<file path="config.mk">
export PLATFORM = sky130hd
export DESIGN_NAME = bus_uart_tx
export DESIGN_NICKNAME = d
export VERILOG_FILES = /design/src/rtl/bus_uart_pkg.sv /design/src/rtl/bus_uart_tx_fifo.sv /design/src/rtl/bus_uart_tx.sv
export SDC_FILE = /design/constraint.sdc
export NUM_CORES = 1
export LEC_CHECK = 0
export BUFFER_PORTS_ARGS = -buffer_cell sky130_fd_sc_hd__buf_4
export CAP_MARGIN = 25
export CORE_ASPECT_RATIO = 0.8
export CORE_MARGIN = 3
export CORE_UTILIZATION = 40
export CTS_BUF_LIST = sky130_fd_sc_hd__clkbuf_8 sky130_fd_sc_hd__clkbuf_16
export CTS_CLUSTER_DIAMETER = 100
export DETAILED_ROUTE_END_ITERATION = 10
export SYNTH_ARGS = -nofsm -noshare
export SYNTH_HDL_FRONTEND = slang
export SYNTH_HIERARCHICAL = 1
export SYNTH_SLANG_ARGS = --single-unit
</file>
<file path="constraint.sdc">
create_clock -name clk -period 4.55 [get_ports clk]
set_clock_uncertainty 0.2 [all_clocks]
set_input_delay 0.455 -clock clk [delete_from_list [all_inputs] [get_ports clk]]
set_output_delay 0.455 -clock clk [all_outputs]
set_load 0.05 [all_outputs]
</file>
<file path="src/rtl/bus_uart_pkg.sv">
// Shared definitions for the memory-mapped UART transmitter.
// Holds register offsets, STATUS/CTRL bit positions, FSM state codes
// and a helper that packs the STATUS word.
package bus_uart_pkg;

    // Register byte offsets from BASE_ADDR
    localparam logic [31:0] OFF_TXDATA = 32'h0;
    localparam logic [31:0] OFF_STATUS = 32'h4;
    localparam logic [31:0] OFF_CTRL   = 32'h8;

    // STATUS bit positions; count occupies [ST_CNT_LSB +: 4]
    localparam int ST_FULL    = 0;
    localparam int ST_EMPTY   = 1;
    localparam int ST_BUSY    = 2;
    localparam int ST_OVF     = 3;
    localparam int ST_CNT_LSB = 4;

    // CTRL bit positions
    localparam int CT_IEN     = 0;
    localparam int CT_FLUSH   = 1;
    localparam int CT_CLR_OVF = 2;

    // Transmit FSM encodings
    localparam logic [1:0] S_IDLE  = 2'd0;
    localparam logic [1:0] S_START = 2'd1;
    localparam logic [1:0] S_DATA  = 2'd2;
    localparam logic [1:0] S_STOP  = 2'd3;

    function automatic logic [31:0] status_word(
        input logic [3:0] cnt,
        input logic       ovf,
        input logic       busy,
        input logic       empty,
        input logic       full
    );
        logic [31:0] w;
        w                   = '0;
        w[ST_CNT_LSB +: 4]  = cnt;
        w[ST_OVF]           = ovf;
        w[ST_BUSY]          = busy;
        w[ST_EMPTY]         = empty;
        w[ST_FULL]          = full;
        return w;
    endfunction

endpackage

</file>
<file path="src/rtl/bus_uart_tx_fifo.sv">
// uart_fifo: synchronous byte FIFO with show-ahead head output.
// Latency: a pushed entry is visible on head_o/empty_o the cycle after the push edge.
// Backpressure: push is ignored when full unless a pop happens at the same edge.
// Ports: clk, reset (sync, active-low), push_i/data_i, pop_i, flush_i,
//        head_o (current head), full_o, empty_o, count_o (occupancy 0..DEPTH).
module uart_fifo #(
    parameter int DEPTH = 8,
    parameter int W     = 8
) (
    input  logic                     clk,
    input  logic                     reset,
    input  logic                     push_i,
    input  logic [W-1:0]             data_i,
    input  logic                     pop_i,
    input  logic                     flush_i,
    output logic [W-1:0]             head_o,
    output logic                     full_o,
    output logic                     empty_o,
    output logic [$clog2(DEPTH):0]   count_o
);
    localparam int AW = $clog2(DEPTH);
    localparam logic [AW:0] FULL_CNT = (AW+1)'(DEPTH);

    logic [W-1:0]  mem_q [DEPTH];
    logic [AW-1:0] wr_ptr_q, rd_ptr_q;
    logic [AW:0]   count_q, count_d;
    logic          do_push, do_pop;

    assign full_o  = (count_q == FULL_CNT);
    assign empty_o = (count_q == '0);
    assign count_o = count_q;
    assign head_o  = mem_q[rd_ptr_q];

    assign do_pop  = pop_i & ~empty_o;
    // A full FIFO still accepts when the head leaves at the same edge.
    assign do_push = push_i & ~flush_i & (~full_o | do_pop);

    always_comb begin
        count_d = count_q;
        case ({do_push, do_pop})
            2'b10:   count_d = count_q + 1'b1;
            2'b01:   count_d = count_q - 1'b1;
            default: count_d = count_q;
        endcase
    end

    always_ff @(posedge clk) begin
        if (!reset) begin
            wr_ptr_q <= '0;
            rd_ptr_q <= '0;
            count_q  <= '0;
        end else if (flush_i) begin
            // Drop everything queued; a same-edge pop has already taken the head.
            rd_ptr_q <= wr_ptr_q;
            count_q  <= '0;
        end else begin
            if (do_push) wr_ptr_q <= wr_ptr_q + 1'b1;
            if (do_pop)  rd_ptr_q <= rd_ptr_q + 1'b1;
            count_q <= count_d;
        end
    end

    // Storage carries no reset; only pointers and count define validity.
    always_ff @(posedge clk) begin
        if (do_push) mem_q[wr_ptr_q] <= data_i;
    end

endmodule

</file>
<file path="src/rtl/bus_uart_tx.sv">
// bus_uart_tx: CPU-bus mapped 8N1 UART transmitter with TX FIFO and drained irq.
// Latency: byte written at edge N starts its START bit at edge N+1; reads are combinational.
// Backpressure: none on the bus; writes to a full FIFO are dropped and flagged in STATUS.ovf.
// Ports: clk, reset (sync, active-low), MemBus_Address/Write_Data, MemRead, MemWrite,
//        Device_Read_Data (read data), uart_tx (serial out, idle high), irq (level).
module bus_uart_tx import bus_uart_pkg::*; #(
    parameter int          BAUD_DIV   = 868,
    parameter int          FIFO_DEPTH = 8,
    parameter logic [31:0] BASE_ADDR  = 32'h4000_0010
) (
    input  logic        clk,
    input  logic        reset,
    input  logic [31:0] MemBus_Address,
    input  logic [31:0] MemBus_Write_Data,
    input  logic        MemRead,
    input  logic        MemWrite,
    output logic [31:0] Device_Read_Data,
    output logic        uart_tx,
    output logic        irq
);
    localparam int CW  = (BAUD_DIV > 1) ? $clog2(BAUD_DIV) : 1;
    localparam int FCW = $clog2(FIFO_DEPTH) + 1;
    localparam logic [CW-1:0] BAUD_LAST = CW'(BAUD_DIV - 1);

    logic sel_tx, sel_st, sel_ct, wr_tx, wr_ct;
    assign sel_tx = (MemBus_Address == BASE_ADDR + OFF_TXDATA);
    assign sel_st = (MemBus_Address == BASE_ADDR + OFF_STATUS);
    assign sel_ct = (MemBus_Address == BASE_ADDR + OFF_CTRL);
    assign wr_tx  = MemWrite & sel_tx;
    assign wr_ct  = MemWrite & sel_ct;

    logic           fifo_push, fifo_pop, fifo_flush, fifo_full, fifo_empty;
    logic [7:0]     fifo_head;
    logic [FCW-1:0] fifo_count;

    assign fifo_push  = wr_tx & (~fifo_full | fifo_pop);
    assign fifo_flush = wr_ct & MemBus_Write_Data[CT_FLUSH];

    uart_fifo #(.DEPTH(FIFO_DEPTH), .W(8)) u_fifo (
        .clk     (clk),
        .reset   (reset),
        .push_i  (fifo_push),
        .data_i  (MemBus_Write_Data[7:0]),
        .pop_i   (fifo_pop),
        .flush_i (fifo_flush),
        .head_o  (fifo_head),
        .full_o  (fifo_full),
        .empty_o (fifo_empty),
        .count_o (fifo_count)
    );

    logic [1:0]    state_q, state_d;
    logic [CW-1:0] baud_q, baud_d;
    logic [2:0]    bit_q, bit_d;
    logic [7:0]    shift_q, shift_d;
    logic          tx_q, tx_d;
    logic          ovf_q, ien_q, irq_q;
    logic          bit_end, busy;

    assign bit_end = (baud_q == BAUD_LAST);
    assign busy    = (state_q != S_IDLE);

    always_comb begin
        state_d  = state_q;
        baud_d   = baud_q;
        bit_d    = bit_q;
        shift_d  = shift_q;
        tx_d     = tx_q;
        fifo_pop = 1'b0;
        case (state_q)
            S_IDLE: begin
                if (!fifo_empty) begin
                    fifo_pop = 1'b1;
                    state_d  = S_START;
                    baud_d   = '0;
                    shift_d  = fifo_head;
                    tx_d     = 1'b0;
                end
            end
            S_START: begin
                if (bit_end) begin
                    state_d = S_DATA;
                    baud_d  = '0;
                    bit_d   = 3'd0;
                    tx_d    = shift_q[0];
                end else begin
                    baud_d = baud_q + 1'b1;
                end
            end
            S_DATA: begin
                if (bit_end) begin
                    baud_d = '0;
                    if (bit_q == 3'd7) begin
                        state_d = S_STOP;
                        tx_d    = 1'b1;
                    end else begin
                        // Shift register always holds the current bit in [0].
                        bit_d   = bit_q + 3'd1;
                        shift_d = {1'b0, shift_q[7:1]};
                        tx_d    = shift_q[1];
                    end
                end else begin
                    baud_d = baud_q + 1'b1;
                end
            end
            S_STOP: begin
                if (bit_end) begin
                    baud_d = '0;
                    if (!fifo_empty) begin
                        // Chain straight into the next START: no idle gap.
                        fifo_pop = 1'b1;
                        state_d  = S_START;
                        shift_d  = fifo_head;
                        tx_d     = 1'b0;
                    end else begin
                        state_d = S_IDLE;
                        tx_d    = 1'b1;
                    end
                end else begin
                    baud_d = baud_q + 1'b1;
                end
            end
            default: begin
                state_d = S_IDLE;
                tx_d    = 1'b1;
            end
        endcase
    end

    always_ff @(posedge clk) begin
        if (!reset) begin
            state_q <= S_IDLE;
            baud_q  <= '0;
            bit_q   <= '0;
            shift_q <= '0;
            tx_q    <= 1'b1;
            ovf_q   <= 1'b0;
            ien_q   <= 1'b0;
            irq_q   <= 1'b0;
        end else begin
            state_q <= state_d;
            baud_q  <= baud_d;
            bit_q   <= bit_d;
            shift_q <= shift_d;
            tx_q    <= tx_d;
            if (wr_tx && fifo_full && !fifo_pop)
                ovf_q <= 1'b1;
            else if (wr_ct && MemBus_Write_Data[CT_CLR_OVF])
                ovf_q <= 1'b0;
            if (wr_ct) ien_q <= MemBus_Write_Data[CT_IEN];
            irq_q <= ien_q & fifo_empty & ~busy;
        end
    end

    assign uart_tx = tx_q;
    assign irq     = irq_q;

    // Read data reflects pre-edge register state, so a same-cycle write is not visible.
    always_comb begin
        Device_Read_Data = '0;
        if (MemRead) begin
            if (sel_st)
                Device_Read_Data = status_word(4'(fifo_count), ovf_q, busy,
                                               fifo_empty, fifo_full);
            else if (sel_ct)
                Device_Read_Data[CT_IEN] = ien_q;
        end
    end

    logic unused_wdata;
    assign unused_wdata = ^MemBus_Write_Data[31:8];

endmodule

</file>
Word-level counts from Yosys, hierarchy flattened
Memory sizes are Yosys's and may differ from the RTL's. A register that Yosys moved wholly into a read port is not among the register bits. Index checks and enable logic that the tools add are counted.

Bits in registers: 37. RAM bits: 64. Output and inout port bits: 34. Logic and storage cells: 112. Memories kept: 1.

Memories: u_fifo.mem_q (words 8, width 8, read ports 1, clocked after Yosys merged registers in 1, write ports 1, RTL line bus_uart_tx_fifo.sv:24) `logic [W-1:0] mem_q [DEPTH];`.

$add $sub $neg: 6. Equality and inequality tests: 17. Multiplexer cells: 42. Bitwise logic cells: 16. Reduce and logical (&&, ||, !) cells: 19.

Operators by type and width (count): equality test 32 x 31 -> 1 bit, second input constant (3); 2-to-1 mux 8 bit (5); case mux 8 bit (3 select lines) (1); 2-to-1 mux 3 bit (7); 2-to-1 mux 10 bit (2); case mux 10 bit (2 select lines) (1); 2-to-1 mux 1 bit (15); != test 2 bit, second input constant (6); AND reduction 4 bit (3); adder 10 x 1 -> 10 bit, second input constant (1); equality test 10 bit, second input constant (1); 2-to-1 mux 2 bit (5); nonzero test 2 bit (5); adder 3 x 1 -> 3 bit, second input constant (3); AND 1 bit (9); case mux 2 bit (4 select lines) (1); case mux 4 bit (2 select lines) (1); 2-to-1 mux 7 bit (1); equality test 2 bit, second input constant (3); case mux 3 bit (2 select lines) (1); inverter 1 bit (5); AND reduction 5 bit (1); adder 4 x 1 -> 4 bit, second input constant (1); equality test 2 x 1 -> 1 bit, second input constant (2); other kinds (14) (17).

Longest topological paths before layout
Depth in word-level cells: 10. Mapped depth: 15.

Hierarchy
Netlist, hierarchy kept.

Modules (own cells, without submodules): uart_fifo (instances 1, cells an instance 203, area an instance 3311.9 µm², sequential area each 2182.1 µm²); bus_uart_tx (instances 1, cells an instance 226, area an instance 1871.8 µm², sequential area each 540.5 µm²).

Worst setup path before layout
OpenSTA, ideal clock, no wires.

Path kind: input port to flip-flop. Start: input MemBus_Address[25]. End: register u_fifo.count_q[3] (netlist: u_fifo/count_o[3]). Setup time: 127 ps. Arrival time: 3246 ps. Required time: 4223 ps. Setup slack: 977 ps. Cell stages on the path: 11. Path through: nor4b_1 -> nand4_1 -> nor4_1 -> and2_1 -> and2b_2 -> nor2_2 -> ha_1 -> a21oi_1 -> a211oi_2 -> or4_1 -> or3_1.

Cells in the longest elaborated chain, start to end: 8. Elaborated cells on any way between the ends: 14. Those cells by class: 4 x eq/ne; 1 x mux; 7 x bitwise; 2 x reduce/logical.

Ends and longest elaborated chain: from (decl) (RTL line bus_uart_tx.sv:13) `input logic [31:0] MemBus_Address,`; equality test 32 x 31 -> 1 bit * (RTL line bus_uart_tx.sv:28) `assign sel_ct = (MemBus_Address == BASE_ADDR + OFF_CTRL);`; AND 1 bit * (RTL line bus_uart_tx.sv:30) `assign wr_ct = MemWrite & sel_ct;`; AND 1 bit * (RTL line bus_uart_tx.sv:37) `assign fifo_flush = wr_ct & MemBus_Write_Data[CT_FLUSH];`; net fifo_flush (RTL line bus_uart_tx.sv:32) `logic fifo_push, fifo_pop, fifo_flush, fifo_full, fifo_empty;`; inverter 1 bit (RTL line bus_uart_tx_fifo.sv:36) `assign do_push = push_i & ~flush_i & (~full_o | do_pop);`; AND 1 bit (2 in a row) (RTL line bus_uart_tx_fifo.sv:36); equality test 2 x 1 -> 1 bit / equality test 2 bit (equally long branches) (RTL line bus_uart_tx_fifo.sv:40) `case ({do_push, do_pop})`; case mux 4 bit (2 select lines) / nonzero test 2 bit (equally long branches); to (signal assigned) (RTL line bus_uart_tx_fifo.sv:59) `count_q <= count_d;`; to (decl) (RTL line bus_uart_tx_fifo.sv:26) `logic [AW:0] count_q, count_d;`.

The timed path passes the listed nets; every way through them passes the cells marked *. A chain may end at the register's enable or synchronous reset.

Worst setup path in the final report
Start: register baud_q[0]. End: register u_fifo.count_q[3] (netlist: u_fifo/count_o[3]).

Cells in the longest elaborated chain, start to end: 9. Elaborated cells on any way between the ends: 13. Those cells by class: 3 x eq/ne; 3 x mux; 6 x bitwise; 1 x reduce/logical.

Ends and longest elaborated chain: from (decl) (RTL line bus_uart_tx.sv:53) `logic [CW-1:0] baud_q, baud_d;`; from (signal assigned) (RTL line bus_uart_tx.sv:142) `baud_q <= baud_d;`; equality test 10 bit * (RTL line bus_uart_tx.sv:60) `assign bit_end = (baud_q == BAUD_LAST);`; 2-to-1 mux 1 bit * (RTL line bus_uart_tx.sv:107) `if (bit_end) begin`; case mux 1 bit (2 select lines) * (RTL line bus_uart_tx.sv:70) `case (state_q)`; OR 1 bit * (RTL line bus_uart_tx.sv:36) `assign fifo_push = wr_tx & (~fifo_full | fifo_pop);`; AND 1 bit * (RTL line bus_uart_tx.sv:36); net fifo_push (RTL line bus_uart_tx.sv:32); AND 1 bit * (2 in a row) (RTL line bus_uart_tx_fifo.sv:36); equality test 2 x 1 -> 1 bit / equality test 2 bit (equally long branches) (RTL line bus_uart_tx_fifo.sv:40); case mux 4 bit (2 select lines) / nonzero test 2 bit (equally long branches).

Marked as above.

==> results.py <==
metrics = {
    "route": {
        "avgViaCountPerCell": 5.17,
        "num_vias": 3432,
        "routed_wirelength_mm": 10.3,
        "remaining_drc_errors": 0,
        "routedWlPerCell_um": 15.5,
        "drtIter0Drc": 194,
        "ant_nets": 0,
        "dr.pass1.iters": 4,
    },
    "global_routing": {
        "grt_use_total_pct": 14.8,
        "grt_pass1_wl_mm": 16.8,
        "antenna_found_initial": 0,
        "grt_remaining_overflow": 0,
        "grt_pass1_vias": 3280,
        "grt_max_degree": 24,
    },
    "floorplan": {
        "core_sq_um": 12400,
        "initial_core_util_pct": 41.7,
        "row_count": 36,
        "die_area_sq_um": 14400,
        "dieWidth_um": 133,
        "dieHeight_um": 108,
        "num_io_pins": 102,
    },
    "setup_path": {
        "crit_slowest_cell": "o41ai_1",
        "arrival_ns": 3.91,
        "critPathKind": "reg -> reg",
        "slowest_delay_ns": 0.52,
        "cpMostUsedCell": "ha_1",
        "crit_required_ns": 4.59,
        "crit_path_start_kind": "register",
        "path_cells": "ha_1 > or2b_4 > o41ai_1 > a21boi_0 > nor2_1 > and2b_2 > nor2_2 > buf_4 > ha_1 > a21o_1 > a2111oi_1 > or4_1 > or3_1",
        "endpoint_kind": "register",
        "cp_max_fo": 7,
    },
    "clocking": {
        "cts-root-buf": "clkbuf_16",
        "ctsResizeCount": 0,
        "htreeDepth": 3,
        "cts_setup_buffers": 0,
        "hold_buffers": 0,
        "cts_max_path_buffers": 2,
        "cts_tree": "built",
        "clkLatencyLatePin_ns": 0.35,
        "cts.sinks": 104,
        "numCtsBuffers": 9,
        "clk_pin_slew_ns": 0.08,
    },
    "power_and_ir_drop": {
        "ir_drop_v": 0.000224,
        "leakage_nw": 2.17,
        "p_total_mw": 2.39,
        "power_density_nw_per_um2": 400,
    },
    "sta": {
        "worst_pin_slew_ns": 0.805,
        "max_freq_ghz": 0.258,
        "slew_headroom_pct": 46.3,
        "setup_tns_ns": 0,
        "period_needed_ns": 3.87,
        "finalSetupViolCount": 0,
        "rsz0062_at_grt": "false",
        "worst_slack_ns": 0.676,
        "slew_viol_final": 0,
        "finalHoldViolCount": 0,
        "min_period_over_period_pct": 85.1,
        "hold_ws_ns": 0.125,
    },
    "job": {
        "cap_violations": 0,
    },
    "synthesis": {
        "avgSynthCellArea_sq_um": 12.1,
        "synthTopCellsByArea": "edfxtp_1, dfxtp_1, mux4_2, buf_4, ha_1",
        "ys_seq_area_share_pct": 52.5,
        "synth_top_area_cell": "edfxtp_1",
        "synth_most_common_cell": "edfxtp_1",
        "ys_async_sr_fraction_pct": 0,
        "synth_top_area_share_pct": 37.1,
        "synthTopCellsByCount": "edfxtp_1, dfxtp_1, buf_4",
        "synth-edff-count": 64,
        "synth_area_sq_um": 5180,
        "synth_cell_types": 69,
        "syn_inst": 429,
        "yosysWarnings": 6,
        "synth_flop_cell": "edfxtp_1",
        "ys_seq_elements": 104,
    },
    "placement": {
        "port_buffers": 53,
        "dp_slack_ns": 0.607,
        "dpl-instance-area_sq_um": 5670,
        "place_congestion": 0.827,
        "placedCellCount": 648,
        "dpl.hpwl_mm": 7.29,
    },
    "final_layout": {
        "antennaDiodeCount": 0,
        "area_growth_pct": 15.5,
        "fin_cells": 664,
        "finalInstanceArea_sq_um": 5990,
        "drive_above_1_share_pct": 25.6,
        "fin_nets": 569,
        "utilization_pct": 48.2,
    },
    "outcome": {
        "status": "completed",
    },
    "hold_path": {
        "holdCritPathClass": "in -> reg",
    },
}
## per-layer routing
| metal | up-vias | share of wire (%) | global-route usage (%) |
|---|---|---|---|
| li1 | 1686 | - | - |
| met1 | 1681 | 48 | 19.9 |
| met2 | 58 | 47 | 23.9 |
| met3 | 7 | 3.5 | 3.55 |
| met4 | 0 | 0.95 | 4.55 |
| met5 | - | 0 | 0 |
## critical path: cells and delay by family, from the launching register on
kind | cells | cell delay, ns
flops | 1 | 0.37
simple gates | 6 | 1.61
compound gates | 4 | 0.93
buf+inv | 1 | 0.17
fa+ha+maj | 2 | 0.48
## logic make-up (layout without fill, tap and decap cells)
group                    count (synthesis)  after routing  share of synthesized area (%)
AO/OA/AOI/OAI                           71             71                           9.61
XOR/XNOR                                 3              3                          0.507
buffers and inverters                   58             99                           7.43
AND/OR/NAND/NOR                        142            142                           15.4
flip-flops                             104            104                           52.5
other                                    1             24                         0.0723
adder cells (fa/ha/maj)                 13             13                           3.28
multiplexers                            37             37                           11.2
## report_power, final
group | switching, mW | internal (mW)
combinational | 0.317 | 0.195
sequential | 0.0382 | 1.03
clock | 0.401 | 0.407
total | 0.756 | 1.64
## cells in the final DEF, fill, tap and decap left out, types with 12 or more instances in the layout
master,instances
ha_1,12
nand2_1,22
mux2i_1,12
mux4_2,16
inv_1,14
buf_4,69
o21ai_0,18
dfxtp_1,40
a21oi_1,12
nor3_1,12
nor4_1,12
nor2_1,25
edfxtp_1,64
conb_1,24
## flip-flops by register name, indices dropped and copies added (netlist names), 2 cells and up, named ones only
name / flops
u_fifo/mem_q: 64
baud_q: 10
shift_q: 8
u_fifo/count_o: 4
bit_q: 3
u_fifo/rd_ptr_q: 3
u_fifo/wr_ptr_q: 3
state_q: 2
## final timing paths
| path | startpoint | end | slack (ns) | cells past startpoint |
|---|---|---|---|---|
| hold / removal | MemBus_Write_Data[3] | u_fifo/mem_q[0][3]$_DFFE_PP_ | 0.12 | 1 |
| hold reg to reg | bit_q[2]$_SDFFE_PN0P_ | bit_q[2]$_SDFFE_PN0P_ | 0.26 | 2 |
| setup reg to reg | baud_q[0]$_SDFFE_PN0P_ | u_fifo/count_o[3]$_SDFFE_PP0P_ | 0.68 | 13 |
| setup / recovery | baud_q[0]$_SDFFE_PN0P_ | u_fifo/count_o[3]$_SDFFE_PP0P_ | 0.68 | 13 |
## final cells by class
class / count / area, sq um
flip-flops and latches: 104 / 2720
inverters: 14 / 52.6
well taps: 171 / 214
fillers: 1113 / 6440
repair buffers: 69 / 518
clock inverters: 7 / 93.8
clock buffers: 9 / 225
multi-input cells: 290 / 2160
No activity file was read; power rests on OpenSTA's default activity.
